`src/rtl/rob_drain_ctrl.sv`:
```
// In-order drain controller for the reorder buffer: pops the head packet into a
// one-entry valid/ready output register, re-bases the ROB at start-up and skips lost heads.
module rob_drain_ctrl #(
  parameter int p_WORD_LEN = 16,
  parameter int p_PID_LEN  = 4,
  parameter int p_TIMEOUT  = 32,
  parameter int p_CNT_LEN  = 16
) (
  input  logic                  i_clk,
  input  logic                  i_reset,
  input  logic [p_PID_LEN-1:0]  i_start_pid,
  output logic                  o_rob_reset,
  output logic [p_PID_LEN-1:0]  o_rob_reset_pid,
  input  logic [p_PID_LEN-1:0]  i_rob_min_pid,
  input  logic [p_PID_LEN-1:0]  i_rob_max_pid,
  input  logic [p_WORD_LEN-1:0] i_rob_out_data,
  input  logic                  i_rob_out_valid,
  output logic                  o_rob_out_en,
  output logic [p_WORD_LEN-1:0] o_data,
  output logic [p_PID_LEN-1:0]  o_pid,
  output logic                  o_valid,
  input  logic                  i_ready,
  output logic                  o_skip,
  output logic [p_CNT_LEN-1:0]  o_pkt_cnt,
  output logic [p_CNT_LEN-1:0]  o_drop_cnt
);

  localparam int TMO_W = (p_TIMEOUT > 1) ? $clog2(p_TIMEOUT) : 1;
  localparam logic [TMO_W-1:0] TMO_LAST = TMO_W'(p_TIMEOUT - 1);

  typedef enum logic [1:0] {
    ST_INIT = 2'd0,
    ST_RUN  = 2'd1,
    ST_SKIP = 2'd2
  } state_t;

  state_t                state_q;
  logic                  rob_rst_q;
  logic [p_PID_LEN-1:0]  skip_pid_q;
  logic [TMO_W-1:0]      tmo_q;
  logic [p_WORD_LEN-1:0] data_q;
  logic [p_PID_LEN-1:0]  pid_q;
  logic                  valid_q;
  logic                  skip_q;
  logic [p_CNT_LEN-1:0]  pkt_q;
  logic [p_CNT_LEN-1:0]  drop_q;

  logic                  pop;
  logic                  accept;
  logic                  missing;
  logic                  tmo_hit;
  logic [p_PID_LEN-1:0]  skip_pid_d;

  function automatic logic [p_CNT_LEN-1:0] sat_inc(input logic [p_CNT_LEN-1:0] v);
    return (&v) ? v : v + 1'b1;
  endfunction

  // The output register frees up either when empty or when drained this same edge.
  assign pop     = (state_q == ST_RUN) & i_rob_out_valid & (~valid_q | i_ready);
  assign accept  = valid_q & i_ready;
  assign missing = (state_q == ST_RUN) & ~i_rob_out_valid &
                   (i_rob_max_pid != i_rob_min_pid);
  assign tmo_hit    = missing & (tmo_q == TMO_LAST);
  assign skip_pid_d = i_rob_min_pid + 1'b1;

  // INIT re-bases onto the live start PID so a mid-run reset picks up its current value.
  assign o_rob_out_en    = pop;
  assign o_rob_reset     = rob_rst_q;
  assign o_rob_reset_pid = (state_q == ST_INIT) ? i_start_pid : skip_pid_q;
  assign o_data          = data_q;
  assign o_pid           = pid_q;
  assign o_valid         = valid_q;
  assign o_skip          = skip_q;
  assign o_pkt_cnt       = pkt_q;
  assign o_drop_cnt      = drop_q;

  always_ff @(posedge i_clk or posedge i_reset) begin
    if (i_reset) begin
      state_q    <= ST_INIT;
      rob_rst_q  <= 1'b1;
      skip_pid_q <= '0;
      tmo_q      <= '0;
      data_q     <= '0;
      pid_q      <= '0;
      valid_q    <= 1'b0;
      skip_q     <= 1'b0;
      pkt_q      <= '0;
      drop_q     <= '0;
    end else begin
      rob_rst_q <= 1'b0;
      skip_q    <= 1'b0;

      if (pop) begin
        data_q  <= i_rob_out_data;
        pid_q   <= i_rob_min_pid;
        valid_q <= 1'b1;
        pkt_q   <= sat_inc(pkt_q);
      end else if (accept) begin
        valid_q <= 1'b0;
      end

      case (state_q)
        ST_INIT: begin
          state_q <= ST_RUN;
          tmo_q   <= '0;
        end
        ST_RUN: begin
          if (tmo_hit) begin
            state_q    <= ST_SKIP;
            rob_rst_q  <= 1'b1;
            skip_q     <= 1'b1;
            skip_pid_q <= skip_pid_d;
            drop_q     <= sat_inc(drop_q);
            tmo_q      <= '0;
          end else if (missing) begin
            tmo_q <= tmo_q + 1'b1;
          end else begin
            tmo_q <= '0;
          end
        end
        ST_SKIP: begin
          state_q <= ST_RUN;
          tmo_q   <= '0;
        end
        default: begin
          state_q   <= ST_INIT;
          rob_rst_q <= 1'b1;
          tmo_q     <= '0;
        end
      endcase
    end
  end

endmodule

```
`config.mk`:
```
export PLATFORM = sky130hd
export DESIGN_NAME = rob_drain_ctrl
export DESIGN_NICKNAME = d
export VERILOG_FILES = /design/src/rtl/rob_drain_ctrl.sv
export SDC_FILE = /design/constraint.sdc
export NUM_CORES = 1
export LEC_CHECK = 0
export CORE_AREA = 8 8 84 142
export DETAILED_ROUTE_END_ITERATION = 7
export DIE_AREA = 0 0 92 150
export SKIP_LAST_GASP = 1
export SYNTH_ARGS = -nofsm -noshare
export SYNTH_HDL_FRONTEND = slang
export SYNTH_SLANG_ARGS = --single-unit
```
`constraint.sdc`:
```
create_clock -name i_clk -period 2 [get_ports i_clk]
set_input_delay 0.5 -clock i_clk [delete_from_list [all_inputs] [get_ports i_clk]]
set_output_delay 0.5 -clock i_clk [all_outputs]
set_load 0.02 [all_outputs]
```
Word-level counts from Yosys, hierarchy flattened:

Cells that the tools add are included.

* add/sub/neg operators: 4
* equality and inequality tests: 5
* multiplexer cells: 11
* bitwise logic cells: 11
* reduce and logical (&&, ||, !) cells: 8

Operator list (count)
* $add A16 B1 Y16 const B: 2
* $reduce_and A16 Y1: 2
* $mux W5: 3
* $and A1 B1 Y1: 6
* $add A5 B1 Y5 const B: 1
* $eq A5 B5 Y1 const B: 1
* $add A4 B1 Y4 const B: 1
* $mux W1: 4
* $mux W4: 1
* $ne A4 B4 Y1: 1
* $not A1 Y1: 4
* $pmux W2 S2: 1
* $reduce_and A2 Y1: 2
* $reduce_and A3 Y1: 1
* $eq A2 B1 Y1 const B: 1
* $eq A2 B2 Y1 const B: 1
* $logic_not A2 Y1: 1
* $mux W2: 1
* $ne A2 B2 Y1 const B: 1
* $pmux W1 S2: 1
* $reduce_bool A2 Y1: 1
* $reduce_or A2 Y1: 1
* $or A1 B1 Y1: 1

* register bits: 66
* input port bits: 32
* output and inout bits: 60

Longest topological paths before layout:

Gate-level depths: netlist of the first run.

* depth in word-level cells: 6
* gate-level depth with buffers: 8
* gate-level depth less buffers: 7

Worst setup path after synthesis of the first run:

OpenSTA, ideal clock, no wires.

* path kind: input to register
* start point: in i_rob_min_pid[1]
* end point: reg drop_q[12] (netlist: o_drop_cnt[12])
* library setup time: 0.125 ns
* arrival time: 1.755 ns
* setup slack: 0.120 ns
* stages on the path: 5
* path buffers: 0
* cell sequence: xor2_1 o41ai_4 nor2_4 nand4_1 mux2_2

* cells in the longest elaborated chain, start to end: 4

Ends and longest elaborated chain
* start, declared: RTL line 14 `input logic [p_PID_LEN-1:0] i_rob_min_pid,`
* $ne A4 B4 Y1: RTL line 62 `(i_rob_max_pid != i_rob_min_pid);`
* $and A1 B1 Y1: RTL line 61 `assign missing = (state_q == ST_RUN) & ~i_rob_out_valid &`
* $and A1 B1 Y1: RTL line 63 `assign tmo_hit = missing & (tmo_q == TMO_LAST);`
* $reduce_and A3 Y1 (no source line)
* end signal, assigned: RTL line 113 `drop_q <= sat_inc(drop_q);`
* end, declared: RTL line 46 `logic [p_CNT_LEN-1:0] drop_q;`

No other way between the ends.
A chain may end at the register's enable or synchronous reset.

Worst setup path in the final report of the first run:

* start point: reg state_q[1]
* end point: out o_rob_reset_pid[2]

* cells in the longest elaborated chain, start to end: 2

Ends and longest elaborated chain
* start, declared: RTL line 37 `state_t state_q;`
* start signal, assigned: RTL line 79 `state_q <= ST_INIT;`
* start signal, assigned: RTL line 104 `state_q <= ST_RUN;`
* start signal, assigned: RTL line 109 `state_q <= ST_SKIP;`
* $logic_not A2 Y1: RTL line 69 `assign o_rob_reset_pid = (state_q == ST_INIT) ? i_start_pid : skip_pid_q;`
* $mux W4: RTL line 69
* end, declared: RTL line 13 `output logic [p_PID_LEN-1:0] o_rob_reset_pid,`

No other way between the ends.

==> metrics.cfg, run 1 <==
[status]
status=complete, no violations

[place]
portBuffers=91
place_congestion=0.810
dpl_cell_area_um2=4230
hpwl_mm=5.91
numPlacedInstances=474
post-place-ws_ps=-459

[clocking]
htree_num_levels=3
clock_latency_ps=330
path_clk_slew_ps=50
cts_sinks=66
cts-root-buf=clkbuf_16
cts-hold-fix-buffers=0
clk_path_buf_depth=2
cts_tree=built
numCtsBuffers=9

[critical_path]
slowest_delay_ps=380
path_cells=nor2_1 > buf_4 > mux2_4 > buf_6
critical-path-top-delay-family=flip-flops
crit_required_ps=1500
crit_type=reg -> out
worst-path-buf-inv=2
cp-end-kind=output port
start_kind=register
critical-path-slowest-cell=dfrtp_1
critPathMaxFanout=4
critPathArrivalTime_ps=1470

[timing]
rsz0062_at_grt=yes
period_share=0.986
final_hold_viol_count=0
drv_slew=0
min_period_ps=1970
slew_headroom=0.725
tns_ps=0
timing.fmax_ghz=0.507
setup_viol=0
finClkSkew_ps=6.21
tightest_slew_ps=411
worst_slack_ps=27.2

[synth]
synth_top_area_cell=dfrtp_1
post-synth-top-area-fraction=0.555
ys_seq_area_frac=0.564
synth_warnings=0
syn_inst=231
syn_nets=268
synth_area_per_cell_um2=12.7
ys_types=35
synth_seq_cells=66
synth_area_um2=2930
synth_area_leaders=dfrtp_1 55%, mux2_2 11%, xnor2_1 6.9%, xor2_1 3.6%, ha_1 2.1%

[final_layout]
drive_above_1_share=0.260
fillers=958
syn_to_final_growth_pct=57.9
area.sequential_um2=1650
final_area_um2=4630
layout.nets=397
diodes=0
final_cells=492
multi_input_area_um2=1280

[routing]
initialDrtViolationCount=89
routedWlPerCell_um=16.0
via_count=2253
first_pass_iters=4
via_per_inst=4.58
wl_mm=7.85
ant_nets=0
drc=0

[power]
p_int_mw=2.85
combPwrFrac=0.196
clkPwrFrac=0.404
power.total_mw=3.94
power.density_nw_per_um2=851
ir_worst_vdd_v=0.000413
p_seq_frac=0.400
swShare=0.277
p_switching_mw=1.09
leakage_nw=2.07

[global_route]
grtUsageTotal=0.116
grt_pass1_wl_mm=12.5
grt_overflow_total=0
grt_pass1_vias=2406
grt_max_degree=32
antenna_found_initial=0

[floorplan]
die_x_um=92
rows=49
core_area_um2=10100
start_util=0.292
dieArea_um2=13800
die_h_um=150
io_pins=92

[min_path]
hold_class=reg -> reg

[run]
max_cap_violations=0

==> final cells by class <==
type | instances | area share
multi-input combinational | 154 | 0.278
timing repair buffer | 121 | 0.258
clock inverter | 7 | 0.0165
clock buffer | 9 | 0.0487
sequential | 66 | 0.357
inverter | 8 | 0.00730
tap | 127 | 0.0343
==> placed cells by master (no fill, tap or decap), types with 3 or more instances in the layout <==
| cell type | netlist | final |
|---|---|---|
| nand4_1 | 10 | 10 |
| nand3_1 | 12 | 12 |
| nand2_1 | 13 | 13 |
| clkdlybuf4s50_1 | 0 | 78 |
| nand2b_1 | 3 | 3 |
| buf_12 | 0 | 3 |
| nor2_1 | 10 | 10 |
| clkbuf_16 | 0 | 9 |
| mux2_4 | 0 | 4 |
| inv_1 | 8 | 6 |
| and4_1 | 4 | 4 |
| clkinvlp_4 | 0 | 3 |
| dfrtp_1 | 65 | 65 |
| xor2_2 | 0 | 4 |
| xor2_1 | 12 | 8 |
| buf_6 | 1 | 4 |
| xnor2_1 | 23 | 23 |
| mux2_2 | 29 | 25 |
| buf_4 | 0 | 27 |
| dlymetal6s2s_1 | 0 | 6 |
| a21oi_1 | 3 | 3 |
| inv_6 | 0 | 3 |
| ha_1 | 5 | 5 |
| and3_1 | 9 | 9 |
==> registers in the layout, summed over array words and instances (netlist names) <==
signal / flops
o_pkt_cnt: 16
o_rob_reset: 1
o_valid: 1
o_drop_cnt: 16
o_data: 16
skip_pid_q: 4
o_skip: 1
o_pid: 4
tmo_q: 5
state_q: 2
==> path summary, 6_finish.rpt <==
path	start	end	slack (ps)	depth (start not counted)
hold / removal	tmo_q[0]	tmo_q[0]	480	1
hold reg to reg	tmo_q[0]	tmo_q[0]	480	1
setup reg to reg	state_q[1]	o_pkt_cnt[12]	110	8
setup / recovery	state_q[1]	o_rob_reset_pid[2]	30	4
min in group asynchronous	i_reset	o_pkt_cnt[0]	500	2
max in group asynchronous	i_reset	o_rob_reset	990	3
==> synth_stat cells <==
cell	number
o31ai_1	1
xor2_1	12
nor3b_2	1
xnor2_1	23
a21oi_1	3
ha_1	5
dfstp_2	1
o21ai_0	2
nor3_2	1
nand4_2	1
inv_1	8
nor4_1	1
nor2_1	10
nor2_4	1
nand3b_1	1
and4_1	4
nand3_1	12
nor3_1	1
and2_1	2
o41ai_4	1
and3b_1	1
a31oi_1	2
a211oi_4	1
a41oi_1	1
nand2_1	13
and3_1	9
nor4b_1	1
nand4_1	10
buf_6	1
a211o_1	1
nand2b_1	3
nor3b_1	1
buf_2	2
mux2_2	29
dfrtp_1	65
==> cell families after synthesis <==
logic type	after synthesis	synth area share
AO/OA/AOI/OAI	12	0.0376
XOR/XNOR	35	0.105
adder cells (fa/ha/maj)	5	0.0213
buffers and inverters	11	0.0175
flip-flops	66	0.564
multiplexers	29	0.111
AND/OR/NAND/NOR	73	0.144
==> power by group through the flow <==
stage | Combinational, mW | Clock, mW | Sequential (mW)
after floorplan | 0.226 | 0 | 1.73
after global placement | 0.771 | 0 | 1.60
after detailed placement | 0.778 | 0 | 1.60
after CTS | 0.786 | 1.63 | 1.58
after global routing | 0.830 | 1.69 | 1.60
final | 0.773 | 1.59 | 1.58
==> through the flow <==
step / hold WS (ps) / utilization
5_1_grt: 507 / 0.460
2_1_floorplan: 433 / -
6_report: 480 / 0.460
3_3_place_gp: 445 / 0.421
3_5_place_dp: 459 / 0.421
4_1_cts: 487 / 0.454
==> worst register-to-register path, cell delays in order (launching register included) <==
cell and delay, ps:
dfrtp_1 380, buf_4 150, and3b_1 230, nand2_1 90, inv_2 80, buf_8 190, nand2_1 140, nor4b_2 380
xor2_1 170
==> metal layers <==
layer,vias up,track usage,part of all wire
li1,1066,-,-
met1,1104,0.124,0.39
met2,73,0.206,0.54
met3,10,0.0387,0.055
met4,0,0.0414,0.012
met5,-,0,0
==> repair_timing <==
item / 4_1_cts / 5_1_grt
gates resized for setup: 35 / 15
hold endpoints to repair: 0 / 0
setup endpoints to repair: 18 / 26
buffers inserted: 1 / 1
cloned: 0 / 0
pin swaps: 2 / 2
Power figures use the tool's default switching activity.
==> run 2: changes to the inputs <==
- PLACE_DENSITY_LB_ADDON: default -> 0.15
==> run 2 against run 1 <==
- hold slack got worse by 20 ps
- cell count fell by 0.41%
- combinational power barely moved
- non-clock buffer count fell by 2
- largest power group is now registers
- critical path depth did not move
- largest cell class unchanged
- die area did not move
==> metrics.cfg, run 2 (synthesis gave the netlist of run 1 again) <==
[critical_path]
cp-end-kind=output port
timing.critical_path.mode_cell=buf_4
slowest_delay_ps=390
critical-path-slowest-cell=dfrtp_1
path_cells=nor2_1 > buf_4 > mux2_2 > buf_4
worst-path-buf-inv=2
critical-path-top-delay-family=flip-flops
crit_required_ps=1500
critPathMaxFanout=4
critPathArrivalTime_ps=1470
crit_type=reg -> out
start_kind=register

[global_route]
antenna_found_initial=0
grtUsageTotal=0.119
grtUsageMet2=0.199
grt.busiest_layer=met2
grt_overflow_total=0
grt_max_degree=67
grt_pass1_vias=2355
grt_use_met1=0.132
grt_pass1_wl_mm=12.5
use_met3=0.0417

[routing]
ant_nets=0
via_count=2235
drc=0
first_pass_iters=4
initialDrtViolationCount=47
wl_mm=8.02
via_per_inst=4.56
routedWlPerCell_um=16.4

[timing]
min_period_ps=1970
rsz0062_at_grt=yes
setup_viol=0
drv_slew=0
whs_ps=460
timing.fmax_ghz=0.507
period_share=0.986
final_hold_viol_count=0
tightest_slew_ps=452
finClkSkew_ps=7.63
slew_headroom=0.698
worst_slack_ps=27.9

[place]
place_congestion=0.731
portBuffers=91
hpwl_mm=5.89
post-place-ws_ps=-463
numPlacedInstances=471

[clocking]
clk_path_buf_depth=2
htree_num_levels=3
cts-root-buf=clkbuf_16
path_clk_slew_ps=50
cts_tree=built
clock_latency_ps=330
numCtsBuffers=9
cts_sinks=66

[min_path]
hold_class=reg -> reg

[power]
ir_worst_vdd_v=0.000421
power.total_mw=3.76
power.density_nw_per_um2=823
leakage_nw=2.08

[floorplan]
dieArea_um2=13800
start_util=0.292
io_pins=92
core_area_um2=10100
rows=49
die_h_um=150
die_x_um=92

[final_layout]
final_cell_mix=77 x clkdlybuf4s50_1, 65 x dfrtp_1, 27 x mux2_2
layout_commonest_cell=clkdlybuf4s50_1
final_cells=490
layout.nets=395
diodes=0
syn_to_final_growth_pct=56.0
utilization=0.455
drive_above_1_share=0.245

[status]
status=complete, no violations

[run]
max_cap_violations=0

[run 2: cell count changes in the layout (fill, tap and decap cells not counted), moves of 3 or more]
cell / previous run / this run
inv_6: 3 / 0
dlymetal6s2s_1: 6 / 9
buf_4: 27 / 24
clkbuf_1: 0 / 3
[run 2: power breakdown]
group | internal (mW) | total, mW | switching [mW] | leakage, nW
Combinational | 0.411 | 0.772 | 0.361 | 1.10
Sequential | 1.46 | 1.58 | 0.112 | 0.846
Clock | 0.867 | 1.42 | 0.549 | 0.133
[run 2: what timing repair did]
action	in CTS	in global routing
hold buffers	0	0
pin swaps	0	5
buffers inserted	1	2
gates resized for setup	22	29
cloned	0	1
endpoints found under the setup margin	9	20
[run 2: layout make-up]
cell class / instances / area, µm²
Clock inverter: 3 / 15.0
Fill cell: 974 / 5480
Multi-Input combinational cell: 154 / 1270
Tap cell: 127 / 159
Inverter: 8 / 33.8
Sequential cell: 66 / 1650
Timing Repair Buffer: 119 / 1190
Clock buffer: 13 / 250
[run 2: path summary, 6_finish.rpt]
kind / start / to / slack (ps) / cells past startpoint
max reg2reg: state_q[1] / o_drop_cnt[1] / 80 / 7
min in group asynchronous: i_reset / o_pkt_cnt[0] / 620 / 3
max in group asynchronous: i_reset / o_rob_reset / 1050 / 3
min: tmo_q[0] / tmo_q[0] / 460 / 1
max: state_q[1] / o_rob_reset_pid[0] / 30 / 4
min reg2reg: tmo_q[0] / tmo_q[0] / 460 / 1
[run 2: worst reg2reg max path: stages (launching register included)]
cell and delay, ps:
dfrtp_1 390, buf_6 130, nor3b_4 250, o41ai_4 110, buf_4 170, a211oi_4 280
buf_12 170, mux2_4 300
[run 2: per-stage QoR]
| stage | area [µm²] | setup TNS [ps] |
|---|---|---|
| after floorplan | 2940 | 0 |
| after global placement | 4200 | -12580 |
| after detailed placement | 4200 | -12450 |
| after CTS | 4450 | -46.2 |
| after global routing | 4570 | -23.5 |
| final | 4570 | 0 |
[run 2: routing by layer]
| metal | up-vias | part of all wire |
|---|---|---|
| li1 | 1064 | - |
| met5 | - | 0 |
| met1 | 1096 | 0.40 |
| met4 | 0 | 0.014 |
| met2 | 69 | 0.53 |
| met3 | 6 | 0.057 |
